[config.mk]
export PLATFORM = sky130hd
export DESIGN_NAME = ifid_fetch_stage
export DESIGN_NICKNAME = d
export VERILOG_FILES = /design/src/rtl/ifid_fetch_stage_pkg.sv /design/src/rtl/ifid_fetch_stage_sat_counter.sv /design/src/rtl/ifid_fetch_stage.sv
export SDC_FILE = /design/constraint.sdc
export NUM_CORES = 1
export LEC_CHECK = 0
export CORE_MARGIN = 2
export CORE_UTILIZATION = 48
export CTS_CLUSTER_SIZE = 30
export DETAILED_ROUTE_END_ITERATION = 6
export PLACE_DENSITY = 0.95
export SLEW_MARGIN = 0
export SYNTH_ARGS = -nofsm -noshare
export SYNTH_HDL_FRONTEND = slang
export SYNTH_HIERARCHICAL = 1
export SYNTH_SLANG_ARGS = --single-unit
[constraint.sdc]
create_clock -name i_clk -period 4.5 [get_ports i_clk]
set_input_delay 1.35 -clock i_clk [delete_from_list [all_inputs] [get_ports i_clk]]
set_output_delay 1.35 -clock i_clk [all_outputs]
set_load 0.01 [all_outputs]
[src/rtl/ifid_fetch_stage_pkg.sv]
// Shared types and constants for the fetch stage.
package ifid_fetch_stage_pkg;

    typedef enum logic {
        BOOT = 1'b0,
        RUN  = 1'b1
    } fetch_state_e;

    localparam logic [31:0] NOP_INSTR = 32'h0000_0000;
    localparam logic [31:0] PC_STEP   = 32'd4;

    // Redirect source selected when more than one request is raised.
    typedef enum logic [1:0] {
        REDIR_NONE   = 2'd0,
        REDIR_BRANCH = 2'd1,
        REDIR_JUMP   = 2'd2,
        REDIR_JR     = 2'd3
    } redir_sel_e;

    // Priority: taken branch, then jump, then register jump.
    function automatic redir_sel_e redirect_select(input logic br, input logic jp, input logic jr);
        if (br) begin
            return REDIR_BRANCH;
        end else if (jp) begin
            return REDIR_JUMP;
        end else if (jr) begin
            return REDIR_JR;
        end
        return REDIR_NONE;
    endfunction

endpackage

[src/rtl/ifid_fetch_stage_sat_counter.sv]
// Saturating up-counter with enable; sticks at all-ones.
module sat_counter #(
    parameter int unsigned W = 16
) (
    input  logic         i_clk,
    input  logic         i_reset,
    input  logic         i_en,
    output logic [W-1:0] o_count
);

    localparam logic [W-1:0] ONE = W'(1);

    logic [W-1:0] r_count;

    // Count enabled edges until the all-ones ceiling.
    always_ff @(posedge i_clk) begin
        if (i_reset) begin
            r_count <= '0;
        end else if (i_en && (r_count != '1)) begin
            r_count <= r_count + ONE;
        end
    end

    assign o_count = r_count;

endmodule

[src/rtl/ifid_fetch_stage.sv]
// Fetch stage: PC register, imem address, IF/ID register and perf counters.
module ifid_fetch_stage
    import ifid_fetch_stage_pkg::*;
#(
    parameter logic [31:0] RESET_PC = 32'h0000_0000,
    parameter int unsigned CNT_W    = 16
) (
    input  logic             i_clk,
    input  logic             i_reset,
    input  logic             i_pc_hold,
    input  logic             i_ifid_hold,
    input  logic             i_flush,
    input  logic             i_branch_taken,
    input  logic [31:0]      i_branch_target,
    input  logic             i_jump,
    input  logic [31:0]      i_jump_target,
    input  logic             i_jr,
    input  logic [31:0]      i_jr_target,
    input  logic [31:0]      i_imem_instr,
    output logic [31:0]      o_imem_addr,
    output logic [31:0]      o_ifId_instr,
    output logic [31:0]      o_ifId_pc_plus4,
    output logic             o_ifId_valid,
    output logic [CNT_W-1:0] o_stall_cycles,
    output logic [CNT_W-1:0] o_flush_count
);

    fetch_state_e r_state;
    fetch_state_e w_state_next;

    logic [31:0] r_pc;
    logic [31:0] r_instr;
    logic [31:0] r_pc_plus4;
    logic        r_valid;

    logic [31:0] w_pc_next;
    logic [31:0] w_instr_next;
    logic [31:0] w_pc_plus4_next;
    logic        w_valid_next;
    logic        w_flush_taken;
    logic [31:0] w_seq_pc;
    logic [31:0] w_redir_target;
    redir_sel_e  w_redir_sel;

    assign w_seq_pc    = r_pc + PC_STEP;
    assign w_redir_sel = redirect_select(i_branch_taken, i_jump, i_jr);

    // Selected redirect destination.
    always_comb begin
        w_redir_target = w_seq_pc;
        case (w_redir_sel)
            REDIR_BRANCH: w_redir_target = i_branch_target;
            REDIR_JUMP:   w_redir_target = i_jump_target;
            REDIR_JR:     w_redir_target = i_jr_target;
            default:      w_redir_target = w_seq_pc;
        endcase
    end

    // Next-state and next-value logic for PC and IF/ID.
    always_comb begin
        w_state_next    = r_state;
        w_pc_next       = r_pc;
        w_instr_next    = r_instr;
        w_pc_plus4_next = r_pc_plus4;
        w_valid_next    = r_valid;
        w_flush_taken   = 1'b0;
        case (r_state)
            BOOT: begin
                // First fetch only completes with both halves free to move.
                if (!i_pc_hold && !i_ifid_hold) begin
                    w_pc_next       = w_seq_pc;
                    w_instr_next    = i_imem_instr;
                    w_pc_plus4_next = w_seq_pc;
                    w_valid_next    = 1'b1;
                    w_state_next    = RUN;
                end
            end
            RUN: begin
                if (!i_pc_hold) begin
                    w_pc_next = w_redir_target;
                end
                if (!i_ifid_hold) begin
                    if (i_flush) begin
                        w_instr_next    = NOP_INSTR;
                        w_pc_plus4_next = '0;
                        w_valid_next    = 1'b0;
                        w_flush_taken   = 1'b1;
                    end else begin
                        w_instr_next    = i_imem_instr;
                        w_pc_plus4_next = w_seq_pc;
                        w_valid_next    = 1'b1;
                    end
                end
            end
            default: w_state_next = BOOT;
        endcase
    end

    // FSM state register.
    always_ff @(posedge i_clk) begin
        if (i_reset) begin
            r_state <= BOOT;
        end else begin
            r_state <= w_state_next;
        end
    end

    // PC and IF/ID pipeline registers.
    always_ff @(posedge i_clk) begin
        if (i_reset) begin
            r_pc       <= RESET_PC;
            r_instr    <= NOP_INSTR;
            r_pc_plus4 <= '0;
            r_valid    <= 1'b0;
        end else begin
            r_pc       <= w_pc_next;
            r_instr    <= w_instr_next;
            r_pc_plus4 <= w_pc_plus4_next;
            r_valid    <= w_valid_next;
        end
    end

    sat_counter #(.W(CNT_W)) u_stall_cnt (
        .i_clk   (i_clk),
        .i_reset (i_reset),
        .i_en    (i_ifid_hold),
        .o_count (o_stall_cycles)
    );

    sat_counter #(.W(CNT_W)) u_flush_cnt (
        .i_clk   (i_clk),
        .i_reset (i_reset),
        .i_en    (w_flush_taken),
        .o_count (o_flush_count)
    );

    assign o_imem_addr     = r_pc;
    assign o_ifId_instr    = r_instr;
    assign o_ifId_pc_plus4 = r_pc_plus4;
    assign o_ifId_valid    = r_valid;

endmodule

==> results of run 1 <==
[flip-flops by register name (all words and copies together) (netlist names)]
signal / cells
u_stall_cnt/o_count: 16
o_ifId_valid: 1
u_flush_cnt/o_count: 16
o_imem_addr: 32
o_ifId_instr: 32
r_state: 1
o_ifId_pc_plus4: 32
[cell families (layout without fill, tap and decap cells)]
kind of cell	Yosys count	count (layout)	share of synthesized area, %
and+or+nand+nor	310	310	24.4
AOI/OAI and AO/OA	257	257	25.5
DFF	130	130	38.8
buffers and inverters	94	331	5.68
xor gates and xnor gates	32	32	4.18
muxes	5	5	0.784
adders and majority gates	3	3	0.560
[layout by cell type, fill, tap and decap left out, types with 4 or more instances in the layout]
master / synthesis / routed
and2_1: 5 / 5
or3_1: 14 / 14
nor4_1: 9 / 9
clkdlybuf4s50_1: 0 / 262
o31ai_1: 14 / 13
nand4_1: 22 / 22
a21oi_1: 52 / 52
buf_4: 0 / 16
a22oi_1: 62 / 62
nand2_1: 61 / 61
a221oi_1: 12 / 12
nor2_1: 89 / 89
xnor2_1: 21 / 21
o31a_1: 5 / 5
o211ai_1: 8 / 8
nor3_1: 29 / 29
clkbuf_16: 0 / 17
xor2_1: 11 / 11
nor2b_1: 6 / 5
dfxtp_1: 130 / 130
o32ai_1: 11 / 11
o21ai_0: 58 / 58
a221o_1: 8 / 8
or4_1: 14 / 14
nand3_1: 23 / 23
and3_1: 7 / 7
a31oi_1: 11 / 11
and4_1: 14 / 14
inv_1: 19 / 19
bufinv_16: 0 / 4
[synth_stat cells (3+ instances only)]
| library cell | n | area (um2) |
|---|---|---|
| xor2_1 | 11 | 96.3 |
| nand3_1 | 23 | 115 |
| clkbuf_1 | 54 | 203 |
| or3_1 | 14 | 87.6 |
| and4_1 | 14 | 123 |
| o21ai_0 | 58 | 290 |
| o31a_1 | 5 | 43.8 |
| dfxtp_1 | 130 | 2600 |
| mux2i_1 | 3 | 30.0 |
| a31oi_1 | 11 | 68.8 |
| nand3b_1 | 3 | 22.5 |
| a22oi_1 | 62 | 465 |
| buf_1 | 3 | 11.3 |
| and2_1 | 5 | 31.3 |
| a21o_1 | 3 | 22.5 |
| a221o_1 | 8 | 80.1 |
| nor2_1 | 89 | 334 |
| inv_1 | 19 | 71.3 |
| a21oi_1 | 52 | 260 |
| nor4_1 | 9 | 56.3 |
| o32ai_1 | 11 | 96.3 |
| nor3_1 | 29 | 145 |
| nor2b_1 | 6 | 37.5 |
| and3_1 | 7 | 43.8 |
| xnor2_1 | 21 | 184 |
| a221oi_1 | 12 | 105 |
| o211ai_1 | 8 | 60.1 |
| or4_1 | 14 | 105 |
| nand4_1 | 22 | 138 |
| buf_2 | 14 | 70.1 |
| nand2_1 | 61 | 229 |
| o31ai_1 | 14 | 105 |
| ha_1 | 3 | 37.5 |
[critical path, cell delays in order]
cell and delay [ps]:
clkdlybuf4s50_1 670, nor2_1 470, nand2_1 320, nor4bb_1 390
mux2_2 370
[per-stage QoR]
step | instance area [um2] | util [%]
after floorplan | 6700 | -
after global placement | 9390 | 68.2
after detailed placement | 9390 | 68.2
after CTS | 10000 | 72.7
after global routing | 10000 | 72.7
final | 10000 | 72.7
[final cells by class]
type,instances,area [um2]
fill,1024,3750
sequential,130,2600
inverter,20,75.1
clock inverter,13,184
timing repair buffer,279,2750
tap,180,225
multi-input combinational,607,3740
clock buffer,19,443
[metal layers]
layer	up-vias	global-route usage (%)
met5	-	0
met4	0	13.9
met3	70	7.91
met2	488	51.0
met1	3580	37.9
li1	3554	-
[power groups by stage]
stage	Combinational (uW)	Sequential (uW)	Clock [uW]
after global placement	420	1250	0
after floorplan	168	1250	0
after global routing	464	1230	1530
after detailed placement	427	1250	0
after CTS	430	1220	1480
final	436	1230	1460
[how the worst max path moves through the flow]
stage                      startpoint                                   end  slack (ps)
after global placement    i_ifid_hold  u_flush_cnt/o_count[11]$_SDFFE_PP0P_         980
after floorplan                i_jump          o_imem_addr[17]$_SDFFE_PP0P_        1700
after detailed placement  i_ifid_hold  u_flush_cnt/o_count[11]$_SDFFE_PP0P_         950
after CTS                 i_ifid_hold  u_flush_cnt/o_count[11]$_SDFFE_PP0P_        1320
final                     i_ifid_hold  u_flush_cnt/o_count[11]$_SDFFE_PP0P_        1240
after global routing      i_ifid_hold  u_flush_cnt/o_count[11]$_SDFFE_PP0P_        1160
==> results.md, run 1 <==
- Synth Flop Type: dfxtp_1
- CTS clk-pin slew, worst paths: 60 ps
- Sequential share of power: 39.2%
- Antenna violations before repair: 0
- DR iter-0 viols: 855
- Die Span Y: 122 um
- Pin count of the biggest net entering global routing: 55
- Min-Delay Startpoint: o_ifId_pc_plus4[18]$_SDFFE_PP0P_
- Int Power: 2360 uW
- Vias per inst: 6.16
- # rows: 43
- CTS root buffer: clkbuf_16
- Vias in the first global route: 7006
- Reg-to-Reg End: o_imem_addr[29]$_SDFFE_PP0P_
- Post-Place Worst Slack: 947 ps
- Clock Path Buffers: 2
- Switching share of power: 24.5%
- Slew Viols, Final: 0
- Clock network power share: 46.8%
- Sequential area share after synthesis: 38.8%
- Final Setup Violations: 0
- GRT Util Overall: 30.9%
- DR WL met2: 11500 um
- P_sw: 765 uW
- Starting Density: 48.6%
- Num CTS Buffers: 17
- Outcome: finished, final reports clean
- YS warnings: 6
- Avg WL per Cell: 18.9 um
- Final WS setup: 1240 ps
- First drt pass iteration count: 6
- Rel. slew slack: 44.1%
- Number of antenna diodes: 0
- Critical path required time: 4810 ps
- HP Class: reg2reg
- Global-route wire length before repair: 36300 um
- Fin crit share: 72.5%
- Clock Skews: 6.10 ps
- Input/output buffers: 264
- Leak: 0.00336 uW
- Die W: 122 um
- Antenna-violating nets left: 0
- RSZ-0062 raised after global routing: no
- HPWL Detailed: 16500 um
- DRC viols: 0
- Vias: 7692
- Fmax: 306 MHz
- Non-Filler Instances: 1248
- Global route total overflow: 0
- Crit end category: flop
- Combinational share of power: 13.9%
- Crit path kind: in2reg
- Synth Cell Area: 6700 um2
- Reg2reg start: o_imem_addr[5]$_SDFFE_PP0P_
- Global placer's final weighted congestion: 0.896
- Dpl cells: 1216
- Yosys cell types: 54
- Clk sinks: 130
- Worst VDD drop: 294 uV
- Reg2Reg Depth: 5
- Cell count after synthesis: 831
- Cts-stage hold buffer count: 0
- CTS tree: yes
- Post-CTS Setup Bufs: 0
- WHS Path Cells: 2
- Share of cells above drive strength 1: 5.81%
- Syn_nets: 970
- CTS resizes: 0
- Final Critical Period: 3260 ps
- CP max FO: 13
- Core area: 13800 um2
- Synth async-reset ratio: 0%
- Hold Fails Final Rpt: 0
- DR WL met3: 2520 um
- Max-Cap Viols: 0
- CP Launch Type: input port
- Clock Latency Late Sink: 420 ps
- Hold_ws: 451 ps
- IO Count: 265
- Synth Area per Inst: 8.06 um2
- Critical path arrival: 3570 ps
- Hold Path End: o_ifId_pc_plus4[18]$_SDFFE_PP0P_
- Post-synth EDFFs: 0
- Highest metal used: met4
- Yosys reg bits: 130
- Layout Nets: 1194
- Worst Tran Pin Value: 833 ps
- WL final: 23600 um
- Met1 WL: 8760 um
- Synthesis-to-layout area growth: 49.5%
- Setup TNS Final: 0 ps
- Die area: 14900 um2
- Power density cells: 312 nW/um2
- H-Tree Depth: 4
- PnR Total Power: 3120 uW
- Register-to-Register Setup Slack: 2010 ps
Power figures use the tool's default switching activity.
==> run 2: changes to the inputs <==
- CORE_UTILIZATION: 48 -> 40
- PLACE_DENSITY: 0.95 -> 0.86
- clock period: 4.5 -> 2.8 ns (I/O delays scaled with it)
==> results.md, run 2 (same netlist as run 1, synthesis figures left out) <==
- CTS root buffer: clkbuf_16 (unchanged)
- Reg2Reg Depth: 5 (unchanged)
- CP top delay family: buffers and inverters (was simple AND/OR/NAND/NOR gates)
- Final Critical Period: 2400 ps
- Dpl cells: 1274 (was 1216)
- Number of antenna diodes: 0 (unchanged)
- Core area: 16500 um2 (was 13800 um2)
- Clk sinks: 130 (unchanged)
- Clock network power share: 44.4% (was 46.8%)
- H-Tree Depth: 4 (unchanged)
- Critical path required time: 1960 ps (was 4810 ps)
- WHS Path Cells: 2 (unchanged)
- Fin crit share: 85.9%
- HP Class: reg2reg (unchanged)
- Switching share of power: 25.7% (was 24.5%)
- CTS tree: yes (unchanged)
- Clock Latency Late Sink: 420 ps (about the same)
- Avg WL per Cell: 18.0 um (was 18.9 um)
- Starting Density: 40.7% (was 48.6%)
- Worst Tran Pin Value: 849 ps (was 833 ps)
- Combinational share of power: 14.9% (was 13.9%)
- Hold Fails Final Rpt: 0 (unchanged)
- Hold Path End: o_ifId_pc_plus4[24]$_SDFFE_PP0P_ (was o_ifId_pc_plus4[18]$_SDFFE_PP0P_)
- DR iter-0 viols: 537 (was 855)
- Worst path cell trace: clkdlybuf4s50_1 (was clkdlybuf4s50_1 > nor2_1 > nand2_1 > nor4bb_1 > mux2_2)
- Placed Instance Area: 9600 um2 (was 9390 um2)
- Reg2reg start: o_imem_addr[10]$_SDFFE_PP0P_ (was o_imem_addr[5]$_SDFFE_PP0P_)
- Input/output buffers: 264 (unchanged)
- Commonest non-fill, non-tap cell in the layout: clkdlybuf4s50_1 (unchanged)
- IO Count: 265 (unchanged)
- WL final: 23500 um (was 23600 um)
- Antenna violations before repair: 0 (unchanged)
- Int Power: 3590 uW (was 2360 uW)
- Clock Skews: 7.71 ps (was 6.10 ps)
- Fillers: 1392 (was 1024)
- Register-to-Register Setup Slack: 430 ps (was 2010 ps)
- Vias in the first global route: 7071 (was 7006)
- Num CTS Buffers: 17 (unchanged)
- Power density cells: 475 nW/um2 (was 312 nW/um2)
- Final Setup Violations: 0 (unchanged)
- Vias per inst: 5.83 (was 6.16)
- Min-Delay Startpoint: o_ifId_pc_plus4[24]$_SDFFE_PP0P_ (was o_ifId_pc_plus4[18]$_SDFFE_PP0P_)
- # rows: 47 (was 43)
- Synthesis-to-layout area growth: 51.8% (was 49.5%)
- Outcome: finished, final reports clean (unchanged)
- Global route total overflow: 0 (unchanged)
- Layout Nets: 1212 (was 1194)
- CTS clk-pin slew, worst paths: 60 ps (about the same)
- Max-Cap Viols: 0 (unchanged)
- Post-route design area: 10200 um2 (was 10000 um2)
- Crit end category: primary output (was flop)
- Cts-stage hold buffer count: 0 (unchanged)
- Critical path arrival: 1560 ps (was 3570 ps)
- P_sw: 1240 uW (was 765 uW)
- DRC viols: 0 (unchanged)
- CP Launch Type: flop (was input port)
- Slew Viols, Final: 0 (unchanged)
- Sequential share of power: 40.7% (was 39.2%)
- Global-route wire length before repair: 36200 um (was 36300 um)
- CP max stage delay: 630 ps (was 670 ps)
- CP max FO: 8 (was 13)
- Crit path kind: reg2out (was in2reg)
- First drt pass iteration count: 5 (was 6)
- Vias: 7615 (was 7692)
- Buf/Inv on CP: 1 (unchanged)
- Worst VDD drop: 447 uV (was 294 uV)
- Die W: 133 um (was 122 um)
- Antenna-violating nets left: 0 (unchanged)
- Fmax: 416 MHz
- Most frequent cells in the layout: clkdlybuf4s50_1, dfxtp_1, nor2_1 (unchanged)
- CTS resizes: 0 (unchanged)
- Leak: 0.00344 uW (was 0.00336 uW)
- HPWL Detailed: 17000 um (was 16500 um)
- Post-CTS Setup Bufs: 0 (unchanged)
- Reg-to-Reg End: o_imem_addr[29]$_SDFFE_PP0P_ (unchanged)
- Global placer's final weighted congestion: 0.912 (was 0.896)
- Rel. slew slack: 43.2% (was 44.1%)
- Setup TNS Final: 0 ps (unchanged)
- Die area: 17800 um2 (was 14900 um2)
- Die Span Y: 133 um (was 122 um)
- Clock Path Buffers: 2 (unchanged)
- Non-Filler Instances: 1306 (was 1248)
- GRT Util Overall: 25.5% (was 30.9%)
- RSZ-0062 raised after global routing: no (unchanged)
- Pin count of the biggest net entering global routing: 56 (was 55)
- Share of cells above drive strength 1: 7.46% (was 5.81%)
- Slowest cell on crit path: clkdlybuf4s50_1 (unchanged)
==> run 2: how the worst max path moves through the flow <==
stage / startpoint / endpoint / cells after the start
6_report: o_imem_addr[22]$_SDFFE_PP0P_ / o_imem_addr[22] / 1
3_5_place_dp: i_jump / o_imem_addr[25]$_SDFFE_PP0P_ / 5
2_1_floorplan: i_jump / o_imem_addr[17]$_SDFFE_PP0P_ / 7
5_1_grt: o_imem_addr[10]$_SDFFE_PP0P_ / o_imem_addr[29]$_SDFFE_PP0P_ / 5
3_3_place_gp: i_jump / o_imem_addr[22]$_SDFFE_PP0P_ / 5
4_1_cts: o_imem_addr[22]$_SDFFE_PP0P_ / o_imem_addr[22] / 1
==> run 2: per-layer routing <==
| metal | share of wire, % | global-route usage, % | wire length [um] |
|---|---|---|---|
| met4 | 3.8 | 11.3 | 901 |
| met3 | 9.2 | 6.96 | 2150 |
| met2 | 47 | 42.2 | 11100 |
| met5 | 0 | 0 | 0 |
| met1 | 40 | 31.0 | 9310 |
==> run 2: cell type report <==
type | count | area, um2 | area share, %
clock buffer | 20 | 467 | 4.59
clock inverter | 12 | 105 | 1.03
inverter | 20 | 75.1 | 0.738
multi-input combinational | 607 | 3740 | 36.8
sequential | 130 | 2600 | 25.6
tap | 220 | 275 | 2.71
timing repair buffer | 297 | 2910 | 28.6
==> run 2: metrics by stage <==
step / hold slack [ps] / power, uW / worst slack (ps) / utilization [%]
after floorplan: 483 / 2290 / 507 / -
after global placement: 436 / 2700 / 86.2 / 58.3
after detailed placement: 445 / 2720 / 51.2 / 58.3
after CTS: 458 / 4850 / 409 / 61.8
after global routing: 477 / 5000 / 339 / 61.8
final: 455 / 4830 / 395 / 61.8
==> run 2: power groups by stage <==
stage / clock network, uW / logic [uW] / registers (uW)
after global routing: 2260 / 768 / 1970
after global placement: 0 / 702 / 2000
after CTS: 2170 / 715 / 1970
after detailed placement: 0 / 712 / 2000
after floorplan: 0 / 270 / 2020
final: 2140 / 718 / 1970
==> run 3: changes to the inputs <==
- ABC_CLOCK_PERIOD_IN_PS: not set -> 2800
- REMOVE_ABC_BUFFERS: not set -> 1
==> results.md, run 3 (same netlist as run 1, synthesis figures left out) <==
- Fin crit share: 89.1% (was 85.9%)
- Vias: 7533 (was 7615)
- Die Span Y: 133 um (unchanged)
- Leak: 0.00346 uW (was 0.00344 uW)
- RSZ-0062 raised after global routing: no (unchanged)
- Vias per inst: 5.76 (was 5.83)
- First drt pass iteration count: 6 (was 5)
- WL final: 23200 um (was 23500 um)
- Reg2Reg Depth: 5 (unchanged)
- WHS Path Cells: 2 (unchanged)
- Critical path arrival: 2830 ps (was 1560 ps)
- Fmax: 401 MHz (was 416 MHz)
- Input/output buffers: 264 (unchanged)
- Starting Density: 40.7% (unchanged)
- Avg WL per Cell: 17.8 um (was 18.0 um)
- DR iter-0 viols: 639 (was 537)
- Met3 Usage GRT: 5.90% (was 6.96%)
- Global placer's final weighted congestion: 0.918 (was 0.912)
- Hold Path End: o_ifId_pc_plus4[24]$_SDFFE_PP0P_ (unchanged)
- GRT Util Overall: 25.5% (about the same)
- CTS clk-pin slew, worst paths: 60 ps (about the same)
- Critical path required time: 3130 ps (was 1960 ps)
- HPWL Detailed: 16900 um (was 17000 um)
- IO Count: 265 (unchanged)
- Power density cells: 485 nW/um2 (was 475 nW/um2)
- Crit path kind: in2reg (was reg2out)
- Post-CTS Setup Bufs: 0 (unchanged)
- Slowest cell on crit path: nor2_1 (was clkdlybuf4s50_1)
- Clock Latency Late Sink: 410 ps (was 420 ps)
- CTS tree: yes (unchanged)
- Commonest non-fill, non-tap cell in the layout: clkdlybuf4s50_1 (unchanged)
- Vias in the first global route: 6919 (was 7071)
- Most frequent cells in the layout: clkdlybuf4s50_1, dfxtp_1, nor2_1 (unchanged)
- CP Launch Type: input port (was flop)
- Core Util, Final: 62.0% (was 61.8%)
- Share of cells above drive strength 1: 7.27% (was 7.46%)
- Final Critical Period: 2490 ps (was 2400 ps)
- Pin count of the biggest net entering global routing: 45 (was 56)
- Hold Fails Final Rpt: 0 (unchanged)
- Number of antenna diodes: 0 (unchanged)
- Min-Delay Startpoint: o_ifId_pc_plus4[24]$_SDFFE_PP0P_ (unchanged)
- Final Setup Violations: 0 (unchanged)
- Worst path cell trace: clkdlybuf4s50_1 > o31ai_4 > nor2_1 > a22oi_1 > a31oi_1 (was clkdlybuf4s50_1)
- Antenna violations before repair: 0 (unchanged)
- DRC viols: 0 (unchanged)
- Cts-stage hold buffer count: 0 (unchanged)
- Die area: 17800 um2 (unchanged)
- Gr busiest metal: met2 (unchanged)
- Final WS setup: 305 ps (was 395 ps)
- Fillers: 1466 (was 1392)
- Num CTS Buffers: 17 (unchanged)
- Max-Cap Viols: 0 (unchanged)
- Worst VDD drop: 437 uV (was 447 uV)
- Reg-to-Reg End: o_imem_addr[29]$_SDFFE_PP0P_ (unchanged)
- Slew Viols, Final: 0 (unchanged)
- Rel. slew slack: 24.5% (was 43.2%)
- Met1 Track Usage GR: 32.3% (was 31.0%)
- Clock Path Buffers: 2 (unchanged)
- CTS resizes: 0 (unchanged)
- Met2 Use GR: 43.1% (was 42.2%)
- CP max FO: 12 (was 8)
- Core area: 16500 um2 (unchanged)
- Global route total overflow: 0 (unchanged)
- Worst Tran Pin Value: 1130 ps (was 849 ps)
- Register-to-Register Setup Slack: 570 ps (was 430 ps)
- Synthesis-to-layout area growth: 52.5% (was 51.8%)
- Reg2reg start: o_imem_addr[5]$_SDFFE_PP0P_ (was o_imem_addr[10]$_SDFFE_PP0P_)
- Global-route wire length before repair: 36500 um (was 36200 um)
- # rows: 47 (unchanged)
- CTS root buffer: clkbuf_16 (unchanged)
- Die W: 133 um (unchanged)
- H-Tree Depth: 4 (unchanged)
- Outcome: finished, final reports clean (unchanged)
- Post-Place Worst Slack: -41.6 ps (was 51.2 ps)
- CP max stage delay: 870 ps (was 630 ps)
- HP Class: reg2reg (unchanged)
- Layout Nets: 1213 (was 1212)
- Clock Skews: 6.64 ps (was 7.71 ps)
- Crit end category: flop (was primary output)
- Antenna-violating nets left: 0 (unchanged)
- Clk sinks: 130 (unchanged)
## run 3: through the flow
stage | power (uW) | hold slack, ps | cell area [um2] | std cells | setup TNS, ps
2_1_floorplan | 2230 | 483 | 6390 | 757 | -37690
3_3_place_gp | 2700 | 433 | 9610 | 1275 | 0
3_5_place_dp | 2710 | 441 | 9610 | 1275 | -156
4_1_cts | 4980 | 454 | 10200 | 1307 | 0
5_1_grt | 5130 | 484 | 10200 | 1307 | 0
6_report | 4950 | 452 | 10200 | 1307 | 0
## run 3: critical path, delay by kind of cell
kind                   cells  cell delay (ps)
buffers and inverters      1              630
AO/OA/AOI/OAI              3              490
AND/OR/NAND/NOR            1              870
## run 3: worst max-delay path by stage
stage / start / end / slack [ps] / depth (start not counted)
global route: i_jump / o_imem_addr[31]$_SDFFE_PP0P_ / 220 / 5
CTS: o_imem_addr[9]$_SDFFE_PP0P_ / o_imem_addr[9] / 390 / 1
global placement: i_jr / o_imem_addr[31]$_SDFFE_PP0P_ / 60 / 5
floorplan: i_jump / o_imem_addr[2]$_SDFFE_PP0P_ / -1290 / 4
detailed placement: i_jump / o_imem_addr[31]$_SDFFE_PP0P_ / -40 / 5
finish: i_jr / o_imem_addr[31]$_SDFFE_PP0P_ / 310 / 5
## run 3: cell type report
class | instances | area (um2) | area share, %
Multi-Input combinational cell | 607 | 3740 | 36.6
Clock buffer | 23 | 478 | 4.68
Clock inverter | 9 | 129 | 1.26
Timing Repair Buffer | 298 | 2920 | 28.5
Inverter | 20 | 75.1 | 0.735
Tap cell | 220 | 275 | 2.69
Sequential cell | 130 | 2600 | 25.5
## run 3: report_power, final
part	switching (uW)	total [uW]	internal (uW)
clock network	812	2280	1470
registers	56.0	1960	1910
logic	324	711	387
total	1190	4950	3760
## run 3: layer usage
layer	vias up	part of all wire (%)
met5	-	0
li1	3585	-
met2	405	48
met1	3498	40
met4	0	2.7
met3	45	8.8
